==> config.mk <==
export PLATFORM = sky130hd
export DESIGN_NAME = pipe_hazard_ctrl
export DESIGN_NICKNAME = d
export VERILOG_FILES = /design/src/rtl/pipe_hazard_ctrl_pkg.sv /design/src/rtl/pipe_hazard_ctrl_hazard_scoreboard.sv /design/src/rtl/pipe_hazard_ctrl.sv
export SDC_FILE = /design/constraint.sdc
export NUM_CORES = 1
export LEC_CHECK = 0
export CAP_MARGIN = 20
export CELL_PAD_IN_SITES_DETAIL_PLACEMENT = 1
export CELL_PAD_IN_SITES_GLOBAL_PLACEMENT = 1
export CORE_MARGIN = 3
export CORE_UTILIZATION = 39
export DETAILED_ROUTE_END_ITERATION = 7
export GPL_TIMING_DRIVEN = 0
export MAX_ROUTING_LAYER = met4
export PLACE_DENSITY = 0.88
export SETUP_SLACK_MARGIN = 0.3
export SYNTH_ARGS = -nofsm -noshare
export SYNTH_HDL_FRONTEND = slang
export SYNTH_HIERARCHICAL = 1
export SYNTH_SLANG_ARGS = --single-unit
==> constraint.sdc <==
create_clock -name clk -period 3.1 [get_ports clk]
set_input_delay 0.775 -clock clk [delete_from_list [all_inputs] [get_ports clk]]
set_output_delay 0.775 -clock clk [all_outputs]
set_load 0.05 [all_outputs]
==> src/rtl/pipe_hazard_ctrl_pkg.sv <==
// Shared types for the pipeline hazard controller: forwarding select codes,
// controller FSM states and the scoreboard entry tracked per pipeline stage.
package pipe_hazard_ctrl_pkg;

    localparam logic [1:0] FWD_RF  = 2'b00;
    localparam logic [1:0] FWD_EX  = 2'b01;
    localparam logic [1:0] FWD_MEM = 2'b10;

    typedef enum logic [1:0] {
        RUN   = 2'd0,
        STALL = 2'd1,
        FLUSH = 2'd2
    } state_t;

    typedef struct packed {
        logic       valid;
        logic [4:0] rd;
        logic       rf_wb;
        logic       is_load;
    } sb_entry_t;

    // A stage feeds a decode source only if it really writes a nonzero register
    // that the decode instruction actually reads.
    function automatic logic src_match(input sb_entry_t e, input logic [4:0] rs,
                                       input logic use_rs);
        return e.valid && e.rf_wb && (e.rd != 5'd0) && (e.rd == rs) && use_rs;
    endfunction

endpackage

==> src/rtl/pipe_hazard_ctrl_hazard_scoreboard.sv <==
// Three-stage destination scoreboard (EX, MEM, WB) that mirrors the pipeline
// registers; stall or flush load a bubble into EX while MEM/WB keep draining.
module hazard_scoreboard
    import pipe_hazard_ctrl_pkg::*;
(
    input  logic       clk,
    input  logic       rst,
    input  logic       dec_valid,
    input  logic [4:0] dec_rd,
    input  logic       dec_rf_wb,
    input  logic       dec_is_load,
    input  logic       stall,
    input  logic       flush,
    output sb_entry_t  ex_entry,
    output sb_entry_t  mem_entry,
    output sb_entry_t  wb_entry
);

    sb_entry_t dec_entry;

    always_comb begin
        dec_entry         = '0;
        dec_entry.valid   = dec_valid;
        dec_entry.rd      = dec_rd;
        dec_entry.rf_wb   = dec_rf_wb;
        dec_entry.is_load = dec_is_load;
    end

    always_ff @(posedge clk or posedge rst) begin
        if (rst) begin
            ex_entry  <= '0;
            mem_entry <= '0;
            wb_entry  <= '0;
        end else begin
            // The decode instruction is held (stall) or squashed (flush); either
            // way nothing real enters EX this edge.
            ex_entry  <= (stall || flush) ? sb_entry_t'('0) : dec_entry;
            mem_entry <= ex_entry;
            wb_entry  <= mem_entry;
        end
    end

endmodule

==> src/rtl/pipe_hazard_ctrl.sv <==
// Pipeline hazard controller: RUN/STALL/FLUSH FSM, zero-cycle hazard detection,
// operand forwarding selects and saturating stall/flush counters.
// Build option HAZARD_FWD_EN: with forwarding only load-use in EX stalls;
// without it any EX/MEM/WB producer match stalls and forwarding stays at regfile.
module pipe_hazard_ctrl
    import pipe_hazard_ctrl_pkg::*;
#(
    parameter int FLUSH_CYCLES = 1,
    parameter int CNT_W        = 16
) (
    input  logic             clk,
    input  logic             rst,
    input  logic             dec_valid,
    input  logic [4:0]       dec_rs1,
    input  logic [4:0]       dec_rs2,
    input  logic             dec_use_rs1,
    input  logic             dec_use_rs2,
    input  logic [4:0]       dec_rd,
    input  logic             dec_rf_wb,
    input  logic             dec_is_load,
    input  logic             pc_src_mem,
    output logic             stall_if,
    output logic             stall_dec,
    output logic             flush_dec,
    output logic             flush_ex,
    output logic [1:0]       fwd_a_sel,
    output logic [1:0]       fwd_b_sel,
    output logic [CNT_W-1:0] stall_cnt,
    output logic [CNT_W-1:0] flush_cnt,
    output logic [1:0]       fsm_state
);

    localparam int FC_W = (FLUSH_CYCLES > 1) ? $clog2(FLUSH_CYCLES + 1) : 1;
    localparam logic [FC_W-1:0] FC_LOAD = FC_W'(FLUSH_CYCLES);

    state_t          state, state_nx;
    logic [FC_W-1:0] fcnt, fcnt_nx;

    sb_entry_t ex_entry, mem_entry, wb_entry;

    logic       ex_a, ex_b, mem_a, mem_b;
    logic       hazard;
    logic [1:0] fwd_a_raw, fwd_b_raw;
    logic       flush_dec_i, flush_ex_i, stall_i;

    hazard_scoreboard u_sb (
        .clk         (clk),
        .rst         (rst),
        .dec_valid   (dec_valid),
        .dec_rd      (dec_rd),
        .dec_rf_wb   (dec_rf_wb),
        .dec_is_load (dec_is_load),
        .stall       (stall_i),
        .flush       (flush_dec_i),
        .ex_entry    (ex_entry),
        .mem_entry   (mem_entry),
        .wb_entry    (wb_entry)
    );

    assign ex_a  = src_match(ex_entry,  dec_rs1, dec_use_rs1);
    assign ex_b  = src_match(ex_entry,  dec_rs2, dec_use_rs2);
    assign mem_a = src_match(mem_entry, dec_rs1, dec_use_rs1);
    assign mem_b = src_match(mem_entry, dec_rs2, dec_use_rs2);

`ifdef HAZARD_FWD_EN
    logic unused_fwd;
    assign unused_fwd = ^{mem_entry.is_load, wb_entry};

    // Load data is not ready until MEM ends, so only a load in EX must wait.
    assign hazard = dec_valid && ex_entry.is_load && (ex_a || ex_b);

    always_comb begin
        fwd_a_raw = FWD_RF;
        fwd_b_raw = FWD_RF;
        if (ex_a && !ex_entry.is_load) fwd_a_raw = FWD_EX;
        else if (mem_a)                fwd_a_raw = FWD_MEM;
        if (ex_b && !ex_entry.is_load) fwd_b_raw = FWD_EX;
        else if (mem_b)                fwd_b_raw = FWD_MEM;
    end
`else
    logic wb_a, wb_b;
    logic unused_nofwd;
    assign unused_nofwd = ^{ex_entry.is_load, mem_entry.is_load, wb_entry.is_load};

    assign wb_a   = src_match(wb_entry, dec_rs1, dec_use_rs1);
    assign wb_b   = src_match(wb_entry, dec_rs2, dec_use_rs2);
    assign hazard = dec_valid && (ex_a || ex_b || mem_a || mem_b || wb_a || wb_b);

    assign fwd_a_raw = FWD_RF;
    assign fwd_b_raw = FWD_RF;
`endif

    // Flush outranks stall: a redirected decode slot is discarded, never held.
    assign flush_ex_i  = pc_src_mem;
    assign flush_dec_i = pc_src_mem || (state == FLUSH);
    assign stall_i     = hazard && !flush_dec_i;

    always_comb begin
        state_nx = state;
        fcnt_nx  = fcnt;
        if (pc_src_mem) begin
            fcnt_nx  = FC_LOAD;
            state_nx = (FLUSH_CYCLES > 0) ? FLUSH : RUN;
        end else begin
            case (state)
                RUN: begin
                    if (hazard) state_nx = STALL;
                end
                STALL: begin
                    if (!hazard) state_nx = RUN;
                end
                FLUSH: begin
                    if (fcnt <= FC_W'(1)) begin
                        fcnt_nx  = '0;
                        state_nx = RUN;
                    end else begin
                        fcnt_nx = fcnt - FC_W'(1);
                    end
                end
                default: begin
                    fcnt_nx  = '0;
                    state_nx = RUN;
                end
            endcase
        end
    end

    always_ff @(posedge clk or posedge rst) begin
        if (rst) begin
            state <= RUN;
            fcnt  <= '0;
        end else begin
            state <= state_nx;
            fcnt  <= fcnt_nx;
        end
    end

    always_ff @(posedge clk or posedge rst) begin
        if (rst) begin
            stall_cnt <= '0;
            flush_cnt <= '0;
        end else begin
            if (stall_i && (stall_cnt != {CNT_W{1'b1}}))
                stall_cnt <= stall_cnt + CNT_W'(1);
            if (pc_src_mem && (flush_cnt != {CNT_W{1'b1}}))
                flush_cnt <= flush_cnt + CNT_W'(1);
        end
    end

    // The dec_* and pc_src_mem paths are combinational, so mask them in reset.
    assign stall_if  = !rst && stall_i;
    assign stall_dec = !rst && stall_i;
    assign flush_dec = !rst && flush_dec_i;
    assign flush_ex  = !rst && flush_ex_i;
    assign fwd_a_sel = rst ? FWD_RF : fwd_a_raw;
    assign fwd_b_sel = rst ? FWD_RF : fwd_b_raw;
    assign fsm_state = state;

endmodule

==> flow_metrics.env, run 1 <==
export IMPL_power_frac_clock=0.221
export IMPL_fmax_ghz=0.305
export IMPL_die_w_um=89.3
export IMPL_netlist_instances=248
export IMPL_dp_hpwl_um=5280
export IMPL_dpl_cell_area_sq_um=3440
export IMPL_clock_sinks=55
export IMPL_wirelength_um=6910
export IMPL_cp_slowest_cell="or4_4"
export IMPL_cts_tree="built"
export IMPL_place_gp_congestion=0.815
export IMPL_required_ps=2320
export IMPL_fin_ws_ps=-174
export IMPL_seqPwrFrac=0.505
export IMPL_vias=2063
export IMPL_netlist_area_sq_um=2700
export IMPL_hold_violations=0
export IMPL_grt_usage=0.191
export IMPL_clk_pin_slew_ps=90
export IMPL_grt_overflow_total=0
export IMPL_yosysWarnings=6
export IMPL_pin_count=65
export IMPL_core_area_sq_um=6530
export IMPL_slowest_delay_ps=550
export IMPL_status="finished with violations"
export IMPL_first_global_vias=2293
export IMPL_synthToLayoutAreaGrowth_pct=33.6
export IMPL_intPower_mw=1.10
export IMPL_h_tree_depth=2
export IMPL_cp_end_kind="output pin"
export IMPL_max_vdd_ir_drop_mv=0.478
export IMPL_antenna_found_initial=0
export IMPL_p_leak_nw=1.64
export IMPL_dr_pass1_iters=4
export IMPL_postLayoutCellArea_sq_um=3610
export IMPL_finalMaxSlewViolations=0
export IMPL_violations="setup timing"
export IMPL_drc=0
export IMPL_clk_latency_ps=300
export IMPL_via_per_inst=5.14
export IMPL_drt_iter0_drc=93
export IMPL_switching_share=0.349
export IMPL_postLayoutCoreUtil=0.553
export IMPL_crit_top_cell="buf_6"
export IMPL_die_h_um=89.3
export IMPL_worst_endpoint_arrival_ps=2500
export IMPL_floorplan_die_area_sq_um=7970
export IMPL_hp_class="flop to flop"
export IMPL_n_fill_cell=709
export IMPL_root_buffer="clkbuf_8"
export IMPL_post_drt_wl_per_cell_um=17.2
export IMPL_io_buffers=59
export IMPL_n_antenna_cell=0
export IMPL_clock_path_buffers=2
export IMPL_power_density_nw_per_um2=466
export IMPL_p_switching_uw=587
export IMPL_critPathKind="flop to output pin"
export IMPL_cts_buffers=5
export IMPL_timing_final_crit_share=1.06
export IMPL_layout_nets=350
export IMPL_floorplan_rows=29
export IMPL_power_total_mw=1.68
export IMPL_layout_min_cycle_time_ps=3270
export IMPL_avgSynthCellArea_sq_um=10.9
export IMPL_start_kind="flop"
export IMPL_relSlewSlack=0.470
export IMPL_grt_pass1_wl_um=11300
export IMPL_cp_cell_sequence="or4_4 > o211ai_2 > nor4_2 > o31a_1 > o211ai_4 > buf_6 > nor2_4 > buf_6 > buf_8"
export IMPL_drv_cap=0
export IMPL_drtAntennaViolNets=0
export IMPL_crit_path_max_fanout=2
export IMPL_timing_setup_tns_ps=-286
export IMPL_setup_viol=2
export IMPL_worstMarginPinSlew_ps=794
export IMPL_layout_drive_gt1_share=0.164
export IMPL_crit_family="compound AO/OA/AOI/OAI gates"
export IMPL_rsz0062_at_grt="true"
export IMPL_cts_hold_buf=0
export IMPL_initial_core_util=0.414
export IMPL_grt_max_degree=25
export IMPL_critPathBufInv=3
export IMPL_combPwrFrac=0.274
export IMPL_clock_skew_ps=11.2
export IMPL_holdWs_ps=386
state kept, by name, summed over array words and instances (netlist names):
name / flops
fsm_state: 2
flush_cnt: 16
u_sb/wb_entry: 7
u_sb/mem_entry: 7
u_sb/ex_entry: 7
stall_cnt: 16
layer usage:
layer | part of all wire | vias up | global-route usage
met1 | 0.43 | 1026 | 0.236
li1 | - | 982 | -
met5 | 0 | - | -
met2 | 0.53 | 47 | 0.326
met4 | 0.011 | 0 | 0.0419
met3 | 0.036 | 8 | 0.0359
power by group through the flow:
stage	combinational, mW	sequential (mW)	clock (mW)
floorplan	0.144	0.991	0
global placement	0.438	0.855	0
detailed placement	0.455	0.862	0
CTS	0.459	0.849	0.389
global route	0.494	0.861	0.424
finish	0.461	0.849	0.373
per-stage QoR:
| step | cells | setup WS, ps |
|---|---|---|
| after global placement | 387 | -1230 |
| after detailed placement | 388 | -1280 |
| final | 401 | -174 |
| after CTS | 399 | -213 |
| after global routing | 401 | -260 |
| after floorplan | 251 | 29.1 |
what timing repair did:
| action | 4_1_cts | 5_1_grt |
|---|---|---|
| pin swaps | 12 | 9 |
| setup endpoints to repair | 4 | 3 |
| gates cloned | 0 | 0 |
| buffers inserted | 5 | 2 |
| gates resized for setup | 39 | 13 |
worst paths after layout:
| path | from | endpoint | slack, ps | depth (start not counted) |
|---|---|---|---|---|
| setup / recovery | u_sb/mem_entry[5] | stall_if | -170 | 9 |
| hold / removal | u_sb/ex_entry[7] | u_sb/mem_entry[7] | 390 | 0 |
| setup reg to reg | u_sb/mem_entry[5] | u_sb/ex_entry[7] | 620 | 10 |
| hold reg to reg | u_sb/ex_entry[7] | u_sb/mem_entry[7] | 390 | 0 |
| max in group asynchronous | rst | u_sb/wb_entry[2] | 1480 | 2 |
| min in group asynchronous | rst | stall_cnt[3] | 1010 | 2 |
placed cells by master, fill, tap and decap left out, drive strengths merged:
| cell | instances |
|---|---|
| nand4 | 7 |
| buf | 18 |
| o211ai | 2 |
| nor3b | 7 |
| inv | 8 |
| clkbuf | 9 |
| clkdlybuf4s50 | 44 |
| mux2 | 1 |
| o31a | 2 |
| dlygate4sd2 | 5 |
| nand3 | 13 |
| nor3 | 10 |
| xnor2 | 29 |
| and3 | 7 |
| and4 | 2 |
| nand2 | 24 |
| clkdlybuf4s15 | 5 |
| nor4 | 9 |
| conb | 4 |
| dfrtp | 55 |
| nor2 | 18 |
| a21oi | 1 |
| nor4b | 1 |
| nor2b | 1 |
| ha | 2 |
| clkinvlp | 1 |
| nand2b | 1 |
| or4 | 2 |
| xor2 | 30 |
| o21a | 2 |
| o21ai | 2 |
| or3 | 2 |
layout make-up:
class                   instances  area, sq um  area share
repair buffers                 67          656       0.181
inverters                       8         30.0     0.00831
plain buffers                   9         78.8      0.0218
clock buffers                   5         68.8      0.0190
well taps                      77         96.3      0.0267
clock inverters                 1         7.51     0.00208
multi-input cells             179         1300       0.360
flip-flops and latches         55         1380       0.381
No activity file was read; power rests on OpenSTA's default activity.
==> inputs of run 2 (changes only) <==
Settings changed: CORE_MARGIN 3 to 1, CORE_UTILIZATION 39 to 49, DONT_BUFFER_PORTS from default to 1, PLACE_DENSITY 0.88 to 0.87.
==> run 2 against run 1 <==
Against the previous run:
- the run still ends with setup timing left
- critical path depth shrank 1
- cell count shrank 15%
- via count shrank 7.8%
- combinational power shrank 59%
- critical path type unchanged
- largest cell class unchanged
==> flow_metrics.env, run 2 (synthesized netlist as in run 1, its figures left out) <==
export IMPL_timing_final_crit_share=1.04
export IMPL_reg2reg_slack_ps=530
export IMPL_grt_pass1_wl_um=10600
export IMPL_layout_nets=296
export IMPL_clock_path_buffers=2
export IMPL_wirelength_um=6380
export IMPL_clock_sinks=55
export IMPL_clk_pin_slew_ps=100
export IMPL_drt_iter0_drc=48
export IMPL_status="finished with violations"
export IMPL_place_gp_congestion=0.835
export IMPL_drtAntennaViolNets=0
export IMPL_required_ps=2320
export IMPL_final_common_cell="dfrtp_1"
export IMPL_grt_max_degree=24
export IMPL_die_w_um=76.3
export IMPL_critPathKind="flop to output pin"
export IMPL_synthToLayoutAreaGrowth_pct=14.3
export IMPL_critPathLaunch="u_sb/mem_entry[3]"
export IMPL_holdWs_ps=385
export IMPL_crit_path_max_fanout=3
export IMPL_worstMarginPinSlew_ps=1000
export IMPL_root_buffer="clkbuf_8"
export IMPL_floorplan_die_area_sq_um=5820
export IMPL_grt_overflow_total=0
export IMPL_core_area_sq_um=5200
export IMPL_reg2reg_to="flush_cnt[15]"
export IMPL_dr_pass1_iters=4
export IMPL_cts_buffers=5
export IMPL_post_drt_wl_per_cell_um=18.7
export IMPL_io_buffers=0
export IMPL_initial_core_util=0.519
export IMPL_drc=0
export IMPL_max_vdd_ir_drop_mv=0.507
export IMPL_finalMaxSlewViolations=0
export IMPL_vias=1903
export IMPL_clk_latency_ps=310
export IMPL_final_cell_mix="dfrtp_1 (55), xor2_1 (30), xnor2_1 (28), nand2_1 (24), buf_4 (16)"
export IMPL_rsz0062_at_grt="true"
export IMPL_cts_tree="built"
export IMPL_start_kind="flop"
export IMPL_power_total_mw=1.74
export IMPL_pin_count=65
export IMPL_p_leak_nw=1.45
export IMPL_layout_min_cycle_time_ps=3220
export IMPL_timing_setup_tns_ps=-115
export IMPL_antenna_found_initial=0
export IMPL_fin_ws_ps=-115
export IMPL_hold_violations=0
export IMPL_floorplan_rows=26
export IMPL_via_per_inst=5.56
export IMPL_n_antenna_cell=0
export IMPL_grt_usage=0.243
export IMPL_relSlewSlack=0.332
export IMPL_first_global_vias=2062
export IMPL_hold_path_depth=0
export IMPL_layout_drive_gt1_share=0.169
export IMPL_drv_cap=0
export IMPL_h_tree_depth=2
export IMPL_crit_end="stall_if"
export IMPL_fmax_ghz=0.311
export IMPL_cp_end_kind="output pin"
export IMPL_worst_endpoint_arrival_ps=2440
export IMPL_power_density_nw_per_um2=563
export IMPL_clock_skew_ps=7.85
export IMPL_violations="setup timing"
export IMPL_dp_hpwl_um=4760
export IMPL_r2r_cells=7
export IMPL_r2r_start="flush_cnt[4]"
export IMPL_top_regs="flush_cnt (16), stall_cnt (16)"
export IMPL_die_h_um=76.3
export IMPL_setup_viol=1
export IMPL_hp_class="flop to flop"
## run 2: repair_timing
item                       in CTS  in global routing
pin swaps                       5                  7
setup endpoints to repair       3                  9
hold buffers                    0                  0
cloned                          0                  0
buffers inserted                9                  3
resized for setup               5                  2
## run 2: worst max-delay path: stages (launching register included)
cell and delay [ps]:
dfrtp_1 410, or4_4 540, o211ai_2 190, nor4_2 80, o31a_1 350, o211ai_4 190, buf_6 130, nor2_4 80
buf_8 160
## run 2: report_power, final
part | switching [mW] | internal [mW]
Combinational | 0.0987 | 0.0879
Sequential | 0.233 | 0.766
Clock | 0.230 | 0.323
## run 2: stage by stage
stage          worst slack, ps  cells  utilization  area (sq um)
4_1_cts                  -81.6    339        0.588          3060
6_report                  -115    342        0.594          3090
3_3_place_gp              -155    321        0.541          2810
3_5_place_dp              -202    322        0.546          2840
5_1_grt                   -200    342        0.594          3090
2_1_floorplan             29.1    251            -          2730
## run 2: metal layers
layer | vias to the layer above | GRT usage | wire (um)
met5 | - | - | 0
met1 | 973 | 0.256 | 2430
met3 | 5 | 0.0802 | 395
met4 | 0 | 0.0635 | 65
li1 | 878 | - | -
met2 | 47 | 0.436 | 3490
## run 2: worst min-delay path by stage
stage                      from  slack, ps                 to
2_1_floorplan  u_sb/ex_entry[1]        350  u_sb/mem_entry[1]
3_3_place_gp   u_sb/ex_entry[1]        360  u_sb/mem_entry[1]
3_5_place_dp   u_sb/ex_entry[1]        370  u_sb/mem_entry[1]
4_1_cts        u_sb/ex_entry[1]        390  u_sb/mem_entry[1]
5_1_grt        u_sb/ex_entry[1]        400  u_sb/mem_entry[1]
6_report       u_sb/ex_entry[1]        390  u_sb/mem_entry[1]
## run 2: final cells by class
type / count / area (sq um)
fillers: 575 / 2120
multi-input cells: 179 / 1260
plain buffers: 9 / 82.6
well taps: 70 / 87.6
clock buffers: 6 / 72.6
clock inverters: 2 / 60.1
repair buffers: 13 / 118
flip-flops and latches: 55 / 1380
inverters: 8 / 30.0
==> inputs of run 3 (changes only) <==
Settings changed: SETUP_SLACK_MARGIN 0.3 to 0.2, TNS_END_PERCENT from default to 30.
==> results of run 3 <==
Final layout, timing and power as in run 2 (identical DEF).
